`config.mk`:
```
export PLATFORM = sky130hd
export DESIGN_NAME = instr_fetch
export DESIGN_NICKNAME = d
export VERILOG_FILES = /design/src/rtl/instr_fetch.sv
export SDC_FILE = /design/constraint.sdc
export NUM_CORES = 1
export LEC_CHECK = 0
export ABC_AREA = 1
export CORE_ASPECT_RATIO = 1.5
export CORE_MARGIN = 4
export CORE_UTILIZATION = 46
export DETAILED_ROUTE_END_ITERATION = 10
export GPL_TIMING_DRIVEN = 0
export PLACE_DENSITY = 0.78
export SYNTH_ARGS = -nofsm -noshare
export SYNTH_HDL_FRONTEND = slang
export SYNTH_SLANG_ARGS = --single-unit
export TNS_END_PERCENT = 1
```
`constraint.sdc`:
```
create_clock -name clk -period 1.58 [get_ports clk]
set_input_delay 0.158 -clock clk [delete_from_list [all_inputs] [get_ports clk]]
set_output_delay 0.158 -clock clk [all_outputs]
set_load 0.005 [all_outputs]
```
`src/rtl/instr_fetch.sv`:
```
`default_nettype none
// ============================================================================
// Module  : instr_fetch
// Purpose : Fetch unit owning the PC; reads program bytes over rd/ready and
//           strobes them to the control unit. Option: FETCH_PREFETCH_EN.
// Rev     : 1.0
// ============================================================================
module instr_fetch #(
    parameter int ADDR_W = 16,
    parameter int DATA_W = 8
) (
    input  logic              clk,
    input  logic              rst_n,
    input  logic              fetch_req,
    input  logic              pc_inc,
    input  logic              jump,
    input  logic [ADDR_W-1:0] jump_addr,
    output logic              mem_rd,
    output logic [ADDR_W-1:0] mem_addr,
    input  logic              mem_ready,
    input  logic [DATA_W-1:0] mem_data,
    output logic [DATA_W-1:0] irin,
    output logic              iri_in,
    output logic              busy,
    output logic [ADDR_W-1:0] pc
);

`ifdef FETCH_PREFETCH_EN
    typedef enum logic [1:0] {
        S_IDLE     = 2'd0,
        S_READ     = 2'd1,
        S_DELIVER  = 2'd2,
        S_PREFETCH = 2'd3
    } state_t;
`else
    typedef enum logic [1:0] {
        S_IDLE    = 2'd0,
        S_READ    = 2'd1,
        S_DELIVER = 2'd2
    } state_t;
`endif

    state_t              state_q, state_d;
    logic [ADDR_W-1:0]   pc_q, pc_d;
    logic                mem_rd_q, mem_rd_d;
    logic [ADDR_W-1:0]   mem_addr_q, mem_addr_d;
    logic                iri_in_q, iri_in_d;
    logic [DATA_W-1:0]   irin_q, irin_d;
    logic                busy_q, busy_d;
    logic [ADDR_W-1:0]   pc_plus1;

`ifdef FETCH_PREFETCH_EN
    logic                pf_valid_q, pf_valid_d;
    logic [DATA_W-1:0]   pf_buf_q, pf_buf_d;
    logic                pend_q, pend_d;
`endif

    assign pc_plus1 = pc_q + {{(ADDR_W-1){1'b0}}, 1'b1};

    always_comb begin
        state_d    = state_q;
        pc_d       = pc_q;
        mem_rd_d   = mem_rd_q;
        mem_addr_d = mem_addr_q;
        iri_in_d   = 1'b0;
        irin_d     = irin_q;
`ifdef FETCH_PREFETCH_EN
        pf_valid_d = pf_valid_q;
        pf_buf_d   = pf_buf_q;
        pend_d     = pend_q;
`endif
        case (state_q)
            S_IDLE: begin
`ifdef FETCH_PREFETCH_EN
                if (fetch_req && pf_valid_q) begin
                    state_d    = S_DELIVER;
                    iri_in_d   = 1'b1;
                    irin_d     = pf_buf_q;
                    pf_valid_d = 1'b0;
                end else
`endif
                if (fetch_req) begin
                    state_d    = S_READ;
                    mem_rd_d   = 1'b1;
                    mem_addr_d = pc_q;
                end else if (pc_inc) begin
                    pc_d = pc_plus1;
`ifdef FETCH_PREFETCH_EN
                    pf_valid_d = 1'b0;
`endif
                end
            end
            S_READ: begin
                if (mem_ready) begin
                    state_d  = S_DELIVER;
                    mem_rd_d = 1'b0;
                    iri_in_d = 1'b1;
                    irin_d   = mem_data;
                end
            end
            S_DELIVER: begin
                pc_d = pc_plus1;
`ifdef FETCH_PREFETCH_EN
                state_d    = S_PREFETCH;
                mem_rd_d   = 1'b1;
                mem_addr_d = pc_plus1;
`else
                state_d    = S_IDLE;
`endif
            end
`ifdef FETCH_PREFETCH_EN
            S_PREFETCH: begin
                // A fetch seen while the prefetch is in flight is served straight from the bus
                if (mem_ready) begin
                    mem_rd_d = 1'b0;
                    if (pend_q || fetch_req) begin
                        state_d  = S_DELIVER;
                        iri_in_d = 1'b1;
                        irin_d   = mem_data;
                        pend_d   = 1'b0;
                    end else begin
                        state_d    = S_IDLE;
                        pf_buf_d   = mem_data;
                        pf_valid_d = 1'b1;
                    end
                end else if (fetch_req) begin
                    pend_d = 1'b1;
                end else if (pc_inc && !pend_q) begin
                    state_d  = S_IDLE;
                    mem_rd_d = 1'b0;
                    pc_d     = pc_plus1;
                end
            end
`endif
            default: state_d = S_IDLE;
        endcase

        if (jump) begin
            state_d  = S_IDLE;
            pc_d     = jump_addr;
            mem_rd_d = 1'b0;
            iri_in_d = 1'b0;
`ifdef FETCH_PREFETCH_EN
            pf_valid_d = 1'b0;
            pend_d     = 1'b0;
`endif
        end

`ifdef FETCH_PREFETCH_EN
        busy_d = (state_d != S_IDLE) && (state_d != S_PREFETCH);
`else
        busy_d = (state_d != S_IDLE);
`endif
    end

    always_ff @(posedge clk or negedge rst_n) begin
        if (!rst_n) begin
            state_q    <= S_IDLE;
            pc_q       <= '0;
            mem_rd_q   <= 1'b0;
            mem_addr_q <= '0;
            iri_in_q   <= 1'b0;
            irin_q     <= '0;
            busy_q     <= 1'b0;
`ifdef FETCH_PREFETCH_EN
            pf_valid_q <= 1'b0;
            pf_buf_q   <= '0;
            pend_q     <= 1'b0;
`endif
        end else begin
            state_q    <= state_d;
            pc_q       <= pc_d;
            mem_rd_q   <= mem_rd_d;
            mem_addr_q <= mem_addr_d;
            iri_in_q   <= iri_in_d;
            irin_q     <= irin_d;
            busy_q     <= busy_d;
`ifdef FETCH_PREFETCH_EN
            pf_valid_q <= pf_valid_d;
            pf_buf_q   <= pf_buf_d;
            pend_q     <= pend_d;
`endif
        end
    end

    assign mem_rd   = mem_rd_q;
    assign mem_addr = mem_addr_q;
    assign iri_in   = iri_in_q;
    assign irin     = irin_q;
    assign busy     = busy_q;
    assign pc       = pc_q;

endmodule
`default_nettype wire

```
==> results of run 1 <==
per-layer routing:
layer / vias to the layer above / GRT usage [%] / routed length, um
li1: 1013 / - / -
met2: 50 / 37.1 / 3190
met4: 0 / 8.30 / 110
met1: 969 / 23.5 / 2380
met5: - / 0 / 0
met3: 8 / 2.86 / 195
through the flow:
stage / cell area [um2] / util, % / std cells / setup TNS (ps)
2_1_floorplan: 2290 / - / 269 / 0
3_3_place_gp: 3090 / 64.3 / 407 / -37330
3_5_place_dp: 3110 / 64.6 / 408 / 0
4_1_cts: 3250 / 67.6 / 417 / 0
5_1_grt: 3250 / 67.6 / 417 / 0
6_report: 3250 / 67.6 / 417 / 0
sequential cells by signal, summed over array words and instances (netlist names):
register	count
iri_in	1
irin	8
busy	1
mem_rd	1
pc	16
state_q	2
mem_addr	16
area by class of cell:
type / instances / area [um2]
sequential: 45 / 1130
clock buffer: 5 / 68.8
tap: 66 / 82.6
fill: 438 / 1560
multi-input combinational: 179 / 961
inverter: 37 / 139
clock inverter: 3 / 65.1
buffer: 8 / 63.8
timing repair buffer: 74 / 746
cells in the final DEF (no fill, tap or decap), drive strengths merged, types with 3 or more instances in the layout:
master,count
nand3,28
dfrtp,45
mux2,9
o21ai,30
clkbuf,6
o211ai,3
buf,9
nor2,17
inv,36
clkdlybuf4s50,71
nand2,84
report_power, final:
group          total (mW)  internal (mW)  switching [mW]
sequential           1.50           1.34           0.162
clock                1.02          0.628           0.392
combinational       0.971          0.585           0.387
total                3.50           2.56           0.940
worst paths after layout:
kind,from,endpoint,depth (start not counted)
worst max-delay path,pc[2]$_DFFE_PN0P_,pc[2],1
worst min-delay path,rst_n,mem_addr[6]$_DFFE_PN0P_,2
worst max register to register,pc[1]$_DFFE_PN0P_,pc[10]$_DFFE_PN0P_,8
worst min register to register,mem_addr[10]$_DFFE_PN0P_,mem_addr[10]$_DFFE_PN0P_,2
max in group asynchronous,rst_n,pc[15]$_DFFE_PN0P_,3
min in group clk,jump_addr[8],pc[8]$_DFFE_PN0P_,3
cell families after synthesis:
family          share of synthesized area [%]
xor+xnor                                0.383
compound gates                           7.98
mux                                      5.57
fa+ha+maj                               0.546
buf+inv                                  8.85
simple gates                             27.5
flops                                    49.2
repair_timing:
item                                    in CTS  in global routing
endpoints found under the hold margin       11                  0
endpoints found under the setup margin       0                  0
hold buffers                                 1                  0
==> results by group, run 1 <==
Clock network
  • Worst-path clk slew: approximately 80 ps
  • Worst-Skew Late Latency: approximately 300 ps
  • Clock Path Buffers: 2
  • CTS buffer count: 5
  • TritonCTS clock tree: yes
  • Post-CTS sizing: 0
  • Htree depth: 2
  • Setup Fix Bufs, Post-CTS: 0
  • Clk sinks: 45
  • Clock root buffer: clkbuf_8

Timing
  • Fin. max-slew vios: 0
  • Fin. Hold Viols: 0
  • Post-route minimum period: 1500 ps
  • Max-Slew Margin vs Limit: about four fifths
  • Clk_skew: ~3.5 ps
  • RSZ-0062 raised after global routing: false
  • Final WS setup: between 80 and 90 ps
  • Worst hold margin: between 200 and 300 ps
  • Final setup viols: 0
  • Max Clk Rate: between 600 and 700 MHz
  • Period utilization: roughly 95%
  • Slew @ Worst Pin: around 310 ps

Synth
  • Area contributors post-synth: dfrtp_1 49%, nand2_1 12%, nand3_1 5.5%
  • EDFF count, synth: 0
  • Main flop type after synthesis: dfrtp_1
  • Post-synthesis cell count: roughly 270
  • Synthesized area: between 2000 and 2500 um2
  • Mapped Avg Cell Area: 8.51 um2
  • Commonest cells in the synthesized netlist: 76 x nand2_1, 45 x dfrtp_1, 32 x inv_1, 25 x nand3_1, 16 x o21ai_1
  • Async SR Flop Fraction: 100%
  • Most frequent cell after synthesis: nand2_1
  • Synth cell types: 27
  • Syn_nets: 300
  • Syn. warnings: 0
  • Yosys reg bits: 45
  • Synth top area share: between 40 and 50%
  • Synth area leader: dfrtp_1
  • Seq/Total Area, Yosys: between 40 and 50%

Setup path
  • Critical path buffer and inverter count: 1
  • Crit Path Max Fanout: 7
  • Crit path kind: reg -> out
  • R2R setup slack: between 150 and 200 ps
  • Crit. End Element: output port
  • CP top delay family: buffers and inverters
  • WP data arrival: 1340 ps
  • CP startpoint kind: flop
  • Req. time, crit path: between 1000 and 1500 ps
  • Crit-path slowest cell: clkdlybuf4s50_1
  • Slowest stage delay, CP: approximately 560 ps
  • Crit path cell chain: clkdlybuf4s50_1

Placement
  • IO buf count: just over 70
  • Pre-CTS WS: between 100 and 150 ps
  • Post-DP HPWL: approximately 4600 um
  • Placer congestion estimate: approximately 0.84

Floorplan
  • Site Rows: 31
  • Die X: ~66 um
  • Chip height: between 90 and 100 um
  • Initial Utilization: 47.6%
  • Io pins: 73
  • Die footprint: between 6000 and 7000 um2
  • CORE AREA: ~4800 um2

Power
  • PwrDens: 1080 nW/um2
  • Pwr Total: ~3.5 mW
  • Leakage Power: 1.53 nW
  • Maximum resistive drop on vdd: around 530 uV

Route
  • DRC viols: 0
  • Drt total wl: 5870 um
  • Via density: around 4.9
  • DR WL/cell: 14.1 um
  • Number of antenna-violating nets in the routed design: 0
  • Via count: 2040
  • Pre-antenna DRT Iters: 4
  • Iter 0 DRT Violations: 61

Run status
  • Status: completed

GRT
  • Vias in the first global route: about 2100
  • Total GRT Usage: 20.3%
  • First-pass GRT wire length: just under 10000 um
  • Gr ovfl total: 0
  • Pin count of the biggest net entering global routing: 35
  • Initial antenna violation count: 0

Finish
  • P&R area growth vs syn: 42.0%
  • Share of cells above drive strength 1: about 15%
  • ANT cells: 0
  • Nets: ~380

Flow run
  • Max-cap violations: 0

Min path
  • Min-delay worst type: in -> async
(Power assumes the default switching activity.)
==> inputs of run 2 (changes only) <==
- CORE_UTILIZATION: 46 -> 50
- PLACE_DENSITY: 0.78 -> 0.93
- clock period: 1.58 -> 1.8 ns (I/O delays scaled with it)
==> results by group, run 2 (synthesis gave the netlist of run 1 again) <==
Run status
  • Status: completed

Setup path
  • Crit-path slowest cell: clkdlybuf4s50_1
  • Worst Setup SP: pc[2]$_DFFE_PN0P_
  • FF-to-FF path depth: 8
  • Req. time, crit path: between 1500 and 2000 ps
  • Crit path kind: reg -> out
  • WP data arrival: 1360 ps
  • CP startpoint kind: flop
  • Critical path depth: 1
  • Worst r2r src: pc[1]$_DFFE_PN0P_
  • Crit. End Element: output port
  • Critical path buffer and inverter count: 1
  • CP top delay family: buffers and inverters
  • Crit path cell chain: clkdlybuf4s50_1
  • Crit Path Max Fanout: 7
  • Slowest stage delay, CP: around 560 ps

Timing
  • Fin. Hold Viols: 0
  • Fin. max-slew vios: 0
  • Post-route minimum period: around 1500 ps
  • Max Clk Rate: ~650 MHz
  • Slew @ Worst Pin: about 530 ps
  • Final setup viols: 0
  • Clk_skew: roughly 12 ps
  • Fin Setup TNS: 0 ps
  • Period utilization: 85.5%
  • RSZ-0062 raised after global routing: false
  • Max-Slew Margin vs Limit: between 60% and 70%

Placement
  • Placed Cells: between 300 and 400
  • IO buf count: 72
  • Placer congestion estimate: between 0.8 and 0.9
  • Post-DP HPWL: ~4500 um
  • Post-placement cell area: about 3100 um2

Finish
  • Fin util: 73.9%
  • Register area: 1130 um2
  • Nets: between 300 and 400
  • ANT cells: 0
  • Most frequent cells in the layout: 76 x nand2_1, 71 x clkdlybuf4s50_1, 45 x dfrtp_1, 32 x inv_1, 25 x nand3_1
  • Most common cell after layout, fill and taps aside: nand2_1
  • Share of cells above drive strength 1: between 10 and 15%
  • Area of the multi-input gates: between 900 and 1000 um2
  • P&R area growth vs syn: 39.3%
  • Final instance area: 3190 um2
  • Fin cells: 397
  • Filler cell count: just over 300

Floorplan
  • Site Rows: 29
  • Chip height: just over 90 um
  • CORE AREA: 4320 um2
  • Die footprint: around 5700 um2
  • Die X: around 63 um
  • Io pins: 73
  • Initial Utilization: 53.0%

Route
  • Number of antenna-violating nets in the routed design: 0
  • Via count: approximately 2100
  • Pre-antenna DRT Iters: 4
  • Drt total wl: 5840 um
  • Iter 0 DRT Violations: 51
  • DRC viols: 0
  • DR WL/cell: about 15 um
  • Via density: 5.23

GRT
  • Initial antenna violation count: 0
  • Vias in the first global route: 2036
  • First-pass GRT wire length: roughly 9700 um
  • Pin count of the biggest net entering global routing: 26
  • Total GRT Usage: a little over a fifth
  • Gr ovfl total: 0

Clock network
  • Worst-path clk slew: ~90 ps
  • Clock Path Buffers: 2
  • CTS buffer count: 5
  • Clk sinks: 45
  • Setup Fix Bufs, Post-CTS: 0
  • Clock root buffer: clkbuf_8
  • TritonCTS clock tree: yes
  • Worst-Skew Late Latency: around 300 ps
  • Htree depth: 2

Power
  • Maximum resistive drop on vdd: around 470 uV
  • Pwr Total: between 2 and 3 mW
  • Leakage Power: 1.51 nW
  • PwrDens: 881 nW/um2

Flow run
  • Max-cap violations: 0

Min path
  • Min-delay worst type: in -> async
-- run 2: cell types whose count changed in the layout (fill, tap and decap cells not counted), sizes merged --
| cell | delta |
|---|---|
| bufinv | -2 |
| clkinvlp | +1 |
| inv | +1 |
-- run 2: path summary, 6_finish.rpt --
path | to | slack, ps
worst max-delay path | pc[2] | 260
worst max register to register | pc[10]$_DFFE_PN0P_ | 440
worst min register to register | mem_addr[13]$_DFFE_PN0P_ | 500
worst min-delay path | pc[15]$_DFFE_PN0P_ | 390
max in group asynchronous | pc[0]$_DFFE_PN0P_ | 910
min in group clk | pc[8]$_DFFE_PN0P_ | 440
-- run 2: power by group --
part	internal [mW]	total [mW]	switching (mW)	leakage, nW
clock network	0.275	0.630	0.354	0.0445
logic	0.514	0.856	0.342	0.911
registers	1.18	1.32	0.145	0.556
total	1.97	2.81	0.841	1.51
-- run 2: layout make-up --
cell class | instances | area share [%]
flip-flops and latches | 45 | 35.3
multi-input cells | 179 | 30.1
repair buffers | 74 | 23.6
inverters | 37 | 4.35
clock buffers | 5 | 2.16
plain buffers | 8 | 2.00
well taps | 46 | 1.80
clock inverters | 3 | 0.667
-- run 2: per-layer routing --
metal,global-route usage [%],vias to the layer above,wire length (um)
met5,0,-,0
met4,9.55,0,131
met3,3.99,14,363
met2,38.2,81,3090
met1,24.1,966,2250
li1,-,1014,-
-- run 2: timing repair --
action,CTS,global route
endpoints found under the hold margin,20,0
hold buffers,1,0
gates resized for setup,0,0
-- run 2: per-stage QoR --
stage                     hold WS (ps)  setup WS [ps]
after floorplan                   -116            565
final                              387            261
after global placement             466           -591
after detailed placement           182            267
after global routing               450            214
after CTS                          397            272
